File: config.mk
export PLATFORM = sky130hd
export DESIGN_NAME = bcast_seq_ctrl
export DESIGN_NICKNAME = d
export VERILOG_FILES = /design/src/rtl/bcast_seq_ctrl.sv
export SDC_FILE = /design/constraint.sdc
export NUM_CORES = 1
export LEC_CHECK = 0
export CORE_MARGIN = 1.5
export CORE_UTILIZATION = 52
export DETAILED_ROUTE_END_ITERATION = 16
export PLACE_DENSITY = 0.95
export SYNTH_ARGS = -nofsm -noshare
export SYNTH_HDL_FRONTEND = slang
export SYNTH_SLANG_ARGS = --single-unit
File: constraint.sdc
create_clock -name clk -period 6.83 [get_ports clk]
set_input_delay 1.366 -clock clk [delete_from_list [all_inputs] [get_ports clk]]
set_output_delay 1.366 -clock clk [all_outputs]
set_load 0.1 [all_outputs]
File: src/rtl/bcast_seq_ctrl.sv
// Broadcast-unit sequencer: loads a vector cache from SRAM, then issues broadcast beats.
// Optional stall counter output enabled by defining BCAST_SEQ_CTRL_PERF_EN.
module bcast_seq_ctrl #(
  parameter int MAX_VECTOR_SIZE = 8,
  parameter int CACHE_DEPTH     = 512,
  parameter int RD_LAT          = 1,
  parameter int MAX_ADDR_WIDTH  = 32,
  parameter int INT32_SIZE      = 32,
  parameter int INT8_SIZE       = 8
) (
  input  logic                      clk,
  input  logic                      rst,
  input  logic                      start_i,
  input  logic [MAX_ADDR_WIDTH-1:0] base_addr_i,
  input  logic [INT32_SIZE-1:0]     num_elem_i,
  input  logic [INT32_SIZE-1:0]     num_beats_i,
  input  logic                      stall_i,
  output logic                      busy_o,
  output logic                      done_o,
  output logic                      err_o,
  output logic                      sram_rd_en_o,
  output logic [MAX_ADDR_WIDTH-1:0] sram_addr_o,
  input  logic [8*INT8_SIZE-1:0]    sram_rdata_i,
  output logic                      bu_init_o,
  output logic                      bu_valid_o,
  output logic                      bu_en_o,
  output logic [MAX_ADDR_WIDTH-1:0] bu_addr_o,
  output logic [8*INT8_SIZE-1:0]    bu_data_o,
`ifdef BCAST_SEQ_CTRL_PERF_EN
  output logic [31:0]               stall_cnt_o,
`endif
  output logic [INT32_SIZE-1:0]     bu_num_elem_o
);

  localparam int RCW = $clog2(CACHE_DEPTH / MAX_VECTOR_SIZE) + 1;
  localparam logic [MAX_ADDR_WIDTH-1:0] VEC_STEP = MAX_ADDR_WIDTH'(MAX_VECTOR_SIZE);

  typedef enum logic [2:0] {IDLE, INIT, LOAD, STREAM, DONE} state_t;

  state_t                    state_q;
  logic [MAX_ADDR_WIDTH-1:0] base_q;
  logic [INT32_SIZE-1:0]     num_elem_q;
  logic [INT32_SIZE-1:0]     num_beats_q;
  logic [RCW-1:0]            k_total_q;
  logic [RCW-1:0]            rd_issued_q;
  logic [RCW-1:0]            rd_idx_q;
  logic [RCW-1:0]            rsp_cnt_q;
  logic [31:0]               beat_cnt_q;
  logic                      rd_en_q;
  logic [MAX_ADDR_WIDTH-1:0] rd_addr_q;
  logic                      err_q;
  logic [RD_LAT-1:0]         pv_q;
  logic [RCW-1:0]            pidx_q [RD_LAT];
`ifdef BCAST_SEQ_CTRL_PERF_EN
  logic [31:0]               stall_cnt_q;
`endif

  logic                  start_ok;
  logic [INT32_SIZE-1:0] k_full;
  logic                  rsp_fire;
  logic                  beat_fire;

  assign start_ok  = (num_elem_i != '0) && (num_elem_i <= INT32_SIZE'(CACHE_DEPTH));
  assign k_full    = (num_elem_i + INT32_SIZE'(MAX_VECTOR_SIZE - 1)) / INT32_SIZE'(MAX_VECTOR_SIZE);
  assign rsp_fire  = pv_q[RD_LAT-1];
  assign beat_fire = (state_q == STREAM) && !stall_i;

  always_ff @(posedge clk) begin
    if (rst) begin
      state_q     <= IDLE;
      base_q      <= '0;
      num_elem_q  <= '0;
      num_beats_q <= '0;
      k_total_q   <= '0;
      rd_issued_q <= '0;
      rd_idx_q    <= '0;
      rsp_cnt_q   <= '0;
      beat_cnt_q  <= '0;
      rd_en_q     <= 1'b0;
      rd_addr_q   <= '0;
      err_q       <= 1'b0;
      pv_q        <= '0;
      for (int i = 0; i < RD_LAT; i++) pidx_q[i] <= '0;
`ifdef BCAST_SEQ_CTRL_PERF_EN
      stall_cnt_q <= '0;
`endif
    end else begin
      err_q     <= 1'b0;
      // Tag pipeline: tail entry lines up with the SRAM data of the same read.
      pv_q[0]   <= rd_en_q;
      pidx_q[0] <= rd_idx_q;
      for (int i = 1; i < RD_LAT; i++) begin
        pv_q[i]   <= pv_q[i-1];
        pidx_q[i] <= pidx_q[i-1];
      end
      case (state_q)
        IDLE: begin
          if (start_i) begin
            if (start_ok) begin
              state_q     <= INIT;
              base_q      <= base_addr_i;
              num_elem_q  <= num_elem_i;
              num_beats_q <= num_beats_i;
              k_total_q   <= RCW'(k_full);
              rsp_cnt_q   <= '0;
              beat_cnt_q  <= '0;
`ifdef BCAST_SEQ_CTRL_PERF_EN
              stall_cnt_q <= '0;
`endif
            end else begin
              err_q <= 1'b1;
            end
          end
        end
        INIT: begin
          state_q     <= LOAD;
          rd_en_q     <= 1'b1;
          rd_addr_q   <= base_q;
          rd_idx_q    <= '0;
          rd_issued_q <= RCW'(1);
        end
        LOAD: begin
          if (rd_issued_q < k_total_q) begin
            rd_en_q     <= 1'b1;
            rd_addr_q   <= rd_addr_q + VEC_STEP;
            rd_idx_q    <= rd_issued_q;
            rd_issued_q <= rd_issued_q + RCW'(1);
          end else begin
            rd_en_q <= 1'b0;
          end
          if (rsp_fire) begin
            rsp_cnt_q <= rsp_cnt_q + RCW'(1);
            if (rsp_cnt_q == k_total_q - RCW'(1))
              state_q <= (num_beats_q == '0) ? DONE : STREAM;
          end
        end
        STREAM: begin
          if (beat_fire) begin
            beat_cnt_q <= beat_cnt_q + 32'd1;
            if (beat_cnt_q == 32'(num_beats_q) - 32'd1) state_q <= DONE;
          end
`ifdef BCAST_SEQ_CTRL_PERF_EN
          if (stall_i && (stall_cnt_q != '1)) stall_cnt_q <= stall_cnt_q + 32'd1;
`endif
        end
        DONE:    state_q <= IDLE;
        default: state_q <= IDLE;
      endcase
    end
  end

  // Outputs are forced low combinationally so the reset cycle itself is quiet.
  assign busy_o        = !rst && (state_q != IDLE);
  assign done_o        = !rst && (state_q == DONE);
  assign err_o         = !rst && err_q;
  assign bu_init_o     = !rst && (state_q == INIT);
  assign sram_rd_en_o  = !rst && rd_en_q;
  assign sram_addr_o   = sram_rd_en_o ? rd_addr_q : '0;
  assign bu_valid_o    = !rst && rsp_fire;
  assign bu_data_o     = bu_valid_o ? sram_rdata_i : '0;
  assign bu_addr_o     = bu_valid_o ? MAX_ADDR_WIDTH'(pidx_q[RD_LAT-1]) * VEC_STEP : '0;
  assign bu_en_o       = !rst && beat_fire;
  assign bu_num_elem_o = rst ? '0 : num_elem_q;
`ifdef BCAST_SEQ_CTRL_PERF_EN
  assign stall_cnt_o   = rst ? '0 : stall_cnt_q;
`endif

endmodule

=== Yosys cells after proc, flatten, opt, wreduce, memory -nomap -nowiden ===
Memories as Yosys holds them, arrays and structs flattened.
Index checks and enable logic that the tools add are counted.

* Flip-flop bits (word level): 194
* Output and inout port bits: 167
* Input bits: 164
* RAM bits: 7
* Word-level logic and storage cells: 97
* Memories kept: 1

{| class="wikitable"
|+ Memories
! memory !! depth !! bits a word !! rd ports !! clocked after Yosys merged registers in !! wr ports !! line !! text
|-
| pidx_q || 1 || 7 || 1 || 0 || 1 || 53 || <nowiki>logic [RCW-1:0] pidx_q [RD_LAT];</nowiki>
|}

* $lt $le $gt $ge: 2
* Reductions and logical operators: 25
* Eq/ne operators: 13
* Muxes and demuxes: 34
* Bitwise operators: 2
* $add $sub $neg: 7

{| class="wikitable"
|+ Operator list
! operator !! count
|-
| $mux W32 || 6
|-
| $pmux W32 S2 || 2
|-
| $mux W64 || 1
|-
| $mux W7 || 6
|-
| $pmux W7 S2 || 3
|-
| $add A32 B1 Y32 const B || 1
|-
| $add A32 B4 Y32 const B || 1
|-
| $eq A32 B32 Y1 || 1
|-
| $le A32 B10 Y1 const B || 1
|-
| $logic_not A32 Y1 || 1
|-
| $reduce_bool A32 Y1 || 1
|-
| $sub A32 B1 Y32 const B || 1
|-
| $mux W3 || 7
|-
| $add A7 B1 Y7 const B || 2
|-
| $ne A2 B2 Y1 const B || 6
|-
| $pmux W3 S4 || 1
|-
| $add A10 B3 Y10 const B || 1
|-
| $mux W10 || 1
|-
| $logic_and A1 B1 Y1 || 9
|-
| $reduce_and A4 Y1 || 2
|-
| $eq A7 B7 Y1 || 1
|-
| $lt A7 B7 Y1 || 1
|-
| $reduce_or A7 Y1 || 1
|-
| $sub A7 B1 Y7 const B || 1
|-
| other kinds (15) || 25
|}

=== Longest topological paths before layout ===
Gate-level depths: netlist of the first run.

* Depth in word-level cells: 5
* Gate-level depth with buffers: 11
* Mapped depth without buffers: 10

=== Least setup slack after synthesis of the first run ===
Ideal clock, no wire load.

* Kind: input to output
* Start: input port rst
* End: output port done_o
* Required time: 5.464 ns
* Buffers on the path: 3
* Arrival: 5.069 ns
* Slack: 0.395 ns
* Stages on the path: 4
* Cell sequence: clkbuf_1 -> clkbuf_1 -> buf_1 -> nor4b_1

* Word-level cells in the longest chain between the ends: 2

{| class="wikitable"
|+ Ends and longest elaborated chain
! what !! line !! text
|-
| from (decl) || 12 || <nowiki>input logic rst,</nowiki>
|-
| $logic_not A1 Y1 || 154 || <nowiki>assign done_o = !rst && (state_q == DONE);</nowiki>
|-
| $logic_and A1 B1 Y1 || 154 ||
|-
| to (decl) || 19 || <nowiki>output logic done_o,</nowiki>
|}

No other way between the ends.

=== Final worst setup path of the first run ===
* Start: input port rst
* End: output port bu_data_o[41]

* Word-level cells in the longest chain between the ends: 3

{| class="wikitable"
|+ Ends and longest elaborated chain
! what !! line !! text
|-
| $logic_not A1 Y1 || 159 || <nowiki>assign bu_valid_o = !rst && rsp_fire;</nowiki>
|-
| $logic_and A1 B1 Y1 || 159 ||
|-
| $mux W64 || 160 || <nowiki>assign bu_data_o = bu_valid_o ? sram_rdata_i : '0;</nowiki>
|-
| to (decl) || 28 || <nowiki>output logic [8*INT8_SIZE-1:0] bu_data_o,</nowiki>
|}

No other way between the ends.

==> results of run 1 <==
-- per-layer routing --
metal	vias up	wire, um	track usage (%)
met2	545	15900	49.4
li1	5426	-	-
met3	80	2760	4.89
met5	-	0	0
met4	0	1020	10.1
met1	5239	13600	35.8
-- registers in the layout, summed over array words and instances (netlist names) --
signal       cells
base_q          32
beat_cnt_q      32
num_beats_q     32
num_elem_q      32
rd_addr_q       32
k_total_q        7
pidx_q           7
rd_idx_q         7
rd_issued_q      7
rsp_cnt_q        7
state_q          3
err_q            1
pv_q             1
rd_en_q          1
-- cells in the mapped netlist (6+ instances only) --
cell type / n / area share [%]
clkbuf_1: 88 / 3.0
nand2b_1: 13 / 0.73
ha_1: 13 / 1.5
nand4_1: 29 / 1.6
and2_1: 130 / 7.3
or3_1: 19 / 1.1
a211oi_1: 20 / 1.4
xor2_1: 47 / 3.7
a31oi_1: 10 / 0.56
nor4_1: 20 / 1.1
nor2b_1: 48 / 2.7
and3_1: 20 / 1.1
nor4_2: 6 / 0.68
dfxtp_1: 201 / 36
buf_2: 7 / 0.32
xnor2_1: 45 / 3.5
nand2_1: 244 / 8.2
inv_1: 22 / 0.74
o21ai_0: 44 / 2.0
nor3_1: 29 / 1.3
a21oi_1: 129 / 5.8
nand3_1: 39 / 1.8
buf_4: 25 / 1.7
nor2_1: 102 / 3.4
-- cell families after synthesis --
kind of cell	share of synthesized area (%)
xor gates and xnor gates	7.25
other	0.0337
buffers and inverters	5.79
adders and majority gates	1.46
muxes	0.371
AOI/OAI and AO/OA	14.5
and+or+nand+nor	34.4
DFF	36.2
-- final timing paths --
kind                                startpoint       endpoint  cells past startpoint
worst max-delay path                       rst  bu_data_o[41]                      4
worst min-delay path             num_elem_q[6]  num_elem_q[6]                      2
worst max register to register  num_beats_q[0]     state_q[1]                      9
worst min register to register   num_elem_q[6]  num_elem_q[6]                      2
-- area by class of cell --
class,count,area [sq um]
tap,275,344
clock buffer,29,597
clock inverter,10,111
timing repair buffer,314,3040
fill,1626,6240
sequential,201,4020
multi-input combinational,1139,6580
inverter,22,82.6
-- power by group through the flow --
stage | sequential (W) | clock, W | combinational (W)
floorplan | 0.00120 | 0 | 0.0000958
global placement | 0.00120 | 0 | 0.000187
detailed placement | 0.00120 | 0 | 0.000188
CTS | 0.00117 | 0.00118 | 0.000189
global route | 0.00117 | 0.00124 | 0.000199
finish | 0.00117 | 0.00117 | 0.000189
-- per-stage QoR --
stage	total power, W	instances	hold slack, ps	area (sq um)	setup slack (ps)
after floorplan	0.00129	1484	432	11200	395
after global placement	0.00139	1951	437	14100	1500
after detailed placement	0.00139	1951	446	14100	1290
after CTS	0.00255	1990	454	14800	1270
after global routing	0.00261	1990	471	14800	1150
final	0.00254	1990	451	14800	1350
-- critical path, delay by kind of cell --
| family | cells | cell delay (ps) |
|---|---|---|
| buffers and inverters | 2 | 1490 |
| AND/OR/NAND/NOR | 2 | 1190 |
==> impl_metrics.json, run 1 <==
{
  "min_period_ps": 5480,
  "grt_max_degree": 84,
  "relSlewSlack_pct": 14.3,
  "cts_tree": "built",
  "die_h_um": 149,
  "crit_fanout": 83,
  "synth-seq-cells": 201,
  "post-cts-setup-buffer-count": 0,
  "track_usage_pct": 28.6,
  "syn_area_sq_mm": 0.0111,
  "synth_edf_count": 0,
  "ys_warn_count": 0,
  "layout_commonest_cell": "clkdlybuf4s50_1",
  "max_freq_mhz": 182,
  "numCtsBuffers": 22,
  "tightest_slew_ps": 1280,
  "fin_crit_sh_pct": 80.3,
  "path_clk_slew_ps": 60,
  "grt_pass1_vias": 10400,
  "p_leak_nw": 5.38,
  "gp_congestion": 0.915,
  "finalHoldViolations": 0,
  "vdd_ir_drop_max_uv": 158,
  "cap_violations": 0,
  "comb_power_share_pct": 7.4,
  "synth_area_per_cell_sq_um": 7.61,
  "synth_cell_type_count": 76,
  "post-route-util_pct": 70.3,
  "grt_first_pass_wirelength_mm": 52.1,
  "rrSetupSlack_ps": 3450,
  "io_pins": 331,
  "pwr-share-seq_pct": 46.3,
  "dp_hpwl_mm": 23.7,
  "initial_core_util_pct": 52.9,
  "core_sq_mm": 0.0210,
  "p_clk_share_pct": 46.3,
  "antenna_cells": 0,
  "portBuffers": 305,
  "final_nets": 1877,
  "crit_path_start_kind": "input pin",
  "max_stage_delay_ps": 1140,
  "drc": 0,
  "die_width_um": 149,
  "wl_per_cell_um": 16.7,
  "cts_resized": 0,
  "synth_seq_area_share_pct": 36.2,
  "area_growth_pct": 32.9,
  "wirelength_mm": 33.3,
  "synth_flop_cell": "dfxtp_1",
  "drt-initial-drc-count": 994,
  "required_ps": 5460,
  "vias": 11300,
  "cp-end-kind": "primary output",
  "dieArea_sq_mm": 0.0223,
  "p_sw_share_pct": 23.1,
  "ctsHoldBuffers": 0,
  "min_path_type": "flop to flop",
  "rsz0062_at_grt": "no",
  "antenna_found_initial": 1,
  "h-tree-depth": 1,
  "drv_slew": 0,
  "ant_nets": 0,
  "gr-total-overflow": 0,
  "clk_latency_ps": 520,
  "skew_ps": 22.8,
  "async_flop_share_pct": 0,
  "crit_arrival_ps": 4120,
  "slowest_stage": "clkdlybuf4s50_1",
  "firstDrtPassIters": 6,
  "outcome": "finished, final reports clean",
  "critPathKind": "input pin to primary output",
  "drive_gt1_share_pct": 6.24,
  "internal-power_w": 0.00195,
  "final_cell_mix": "clkdlybuf4s50_1, nand2_1, dfxtp_1, and2_1, a21oi_1",
  "cts_buffer_depth": 3,
  "finalSetupViolations": 0,
  "rows": 53,
  "routed_via_density": 5.67,
  "cts_root_buf": "clkbuf_16",
  "p_switching_w": 0.000585,
  "powerDensity_mw_per_mm2": 172,
  "setup_tns_ps": 0,
  "cts.sinks": 201,
  "synthCells": 1460,
  "crit_chain": "buf_4 -> nor2b_4 -> and2_1 -> clkdlybuf4s50_1"
}
No activity file was read; power rests on OpenSTA's default activity.
==> run 2, diff against run 1 <==
--- a/config.mk
+++ b/config.mk
@@ -6,9 +6,9 @@
 export NUM_CORES = 1
 export LEC_CHECK = 0
 export CORE_MARGIN = 1.5
-export CORE_UTILIZATION = 52
+export CORE_UTILIZATION = 43
 export DETAILED_ROUTE_END_ITERATION = 16
-export PLACE_DENSITY = 0.95
+export PLACE_DENSITY = 0.89
 export SYNTH_ARGS = -nofsm -noshare
 export SYNTH_HDL_FRONTEND = slang
 export SYNTH_SLANG_ARGS = --single-unit
==> constraint.sdc (replaced) <==
create_clock -name clk -period 4.7 [get_ports clk]
set_input_delay 0.94 -clock clk [delete_from_list [all_inputs] [get_ports clk]]
set_output_delay 0.94 -clock clk [all_outputs]
set_load 0.1 [all_outputs]
==> impl_metrics.json, run 2 (synthesized netlist as in run 1, its figures left out) <==
{
  "crit_chain": "clkdlybuf4s50_1 -> nor4_1 -> nand4_1 -> a2111o_1 -> o21ai_2 -> nand4_1 -> or3_1 -> xnor2_1 -> nor2_1",
  "firstDrtPassIters": 6,
  "grt_max_degree": 92,
  "tightest_slew_ps": 1180,
  "final_nets": 1883,
  "finalHoldViolations": 0,
  "setup_tns_ps": 0,
  "gr-total-overflow": 0,
  "vias": 11300,
  "dpl_cell_area_sq_mm": 0.0139,
  "max_stage_delay_ps": 590,
  "dp_hpwl_mm": 26.5,
  "grt_first_pass_wirelength_mm": 55.7,
  "routed_via_density": 5.51,
  "cts_buffer_depth": 3,
  "dieArea_sq_mm": 0.0268,
  "cts_resized": 0,
  "h-tree-depth": 1,
  "drc": 0,
  "cts.sinks": 201,
  "clk_latency_ps": 520,
  "grt_pass1_vias": 10700,
  "die_width_um": 164,
  "die_h_um": 164,
  "required_ps": 5090,
  "vdd_ir_drop_max_uv": 202,
  "post-cts-setup-buffer-count": 0,
  "area_growth_pct": 33.1,
  "core_sq_mm": 0.0253,
  "min_path_type": "flop to flop",
  "nFillCells": 2226,
  "skew_ps": 17.4,
  "fin_area_sq_mm": 0.0148,
  "initial_core_util_pct": 44.0,
  "rows": 58,
  "hold_ws_ps": 450,
  "drv_slew": 0,
  "gp_congestion": 0.966,
  "io_pins": 331,
  "antenna_found_initial": 0,
  "p_leak_nw": 5.70,
  "drive_gt1_share_pct": 13.3,
  "fin_crit_sh_pct": 76.0,
  "cpMostUsedCell": "nand4_1",
  "path_clk_slew_ps": 60,
  "wl_per_cell_um": 17.6,
  "crit_buf_inv": 1,
  "rrSetupSlack_ps": 1520,
  "numCtsBuffers": 23,
  "critPathKind": "input pin to flop",
  "track_usage_pct": 26.0,
  "ctsHoldBuffers": 0,
  "max_freq_mhz": 280,
  "cap_violations": 0,
  "ant_nets": 0,
  "wirelength_mm": 36.2,
  "crit_fanout": 9,
  "rsz0062_at_grt": "no",
  "min_period_ps": 3570,
  "drt-initial-drc-count": 1090,
  "portBuffers": 305,
  "cts_tree": "built",
  "cp-end-kind": "flop",
  "powerDensity_mw_per_mm2": 271,
  "relSlewSlack_pct": 21.6,
  "finalSetupViolations": 0,
  "critical_path.top_delay_family": "simple AND/OR/NAND/NOR gates",
  "final_cell_mix": "nand2_1, dfxtp_1, clkdlybuf4s50_1, buf_4, and2_1",
  "layout_commonest_cell": "nand2_1",
  "crit_arrival_ps": 3970,
  "slowest_stage": "a2111o_1",
  "cts_root_buf": "clkbuf_16",
  "outcome": "finished, final reports clean",
  "crit_path_start_kind": "input pin"
}
-- run 2: cell count changes in the layout (fill, tap and decap cells not counted), sizes merged --
cell           change
inv                +2
clkinv             -3
clkinvlp           +2
buf              +114
clkbuf             -2
diode              +2
clkdlybuf4s50    -109
bufinv             +4
-- run 2: stage by stage --
step	util, %	total power (W)	worst slack [ps]	instances
2_1_floorplan	-	0.00188	523	1484
3_3_place_gp	55.1	0.00202	699	2011
3_5_place_dp	55.1	0.00202	618	2011
4_1_cts	58.6	0.00403	1130	2053
5_1_grt	58.6	0.00411	877	2053
6_report	58.6	0.00400	1130	2055
-- run 2: worst paths after layout --
path | startpoint | endpoint | cells after the start
setup / recovery | num_elem_i[6] | beat_cnt_q[23] | 9
hold / removal | base_q[0] | rd_addr_q[0] | 2
setup reg to reg | num_beats_q[0] | state_q[0] | 10
hold reg to reg | base_q[0] | rd_addr_q[0] | 2
-- run 2: final cells by class --
class / count / area (sq um) / area share (%)
flip-flops and latches: 201 / 4020 / 27.2
inverters: 22 / 82.6 / 0.558
well taps: 330 / 413 / 2.79
repair buffers: 319 / 2810 / 19.0
clock buffers: 27 / 621 / 4.20
clock inverters: 15 / 245 / 1.66
diodes: 2 / 5.00 / 0.0338
multi-input cells: 1139 / 6590 / 44.5
-- run 2: report_power, final --
| group | internal [W] | switching [W] | total, W |
|---|---|---|---|
| registers | 0.00170 | 0.000000367 | 0.00170 |
| clock network | 0.00128 | 0.000742 | 0.00202 |
| logic | 0.000126 | 0.000149 | 0.000275 |
| total | 0.00311 | 0.000892 | 0.00400 |
-- run 2: metal layers --
metal	vias to the layer above	part of all wire (%)	track usage (%)
met5	-	0	0
met2	514	49	45.1
met1	5313	40	31.7
li1	5430	-	-
met4	0	3.8	11.3
met3	76	7.6	4.09
-- run 2: worst reg2reg max path, stage by stage (launching register included) --
cell and delay, ps:
dfxtp_1 380, inv_1 120, ha_1 250, nor3b_2 380, nand4_2 290, or4_1 580, a211oi_1 180, a211oi_1 80
a211oi_1 460, a31oi_1 160, o21a_1 210
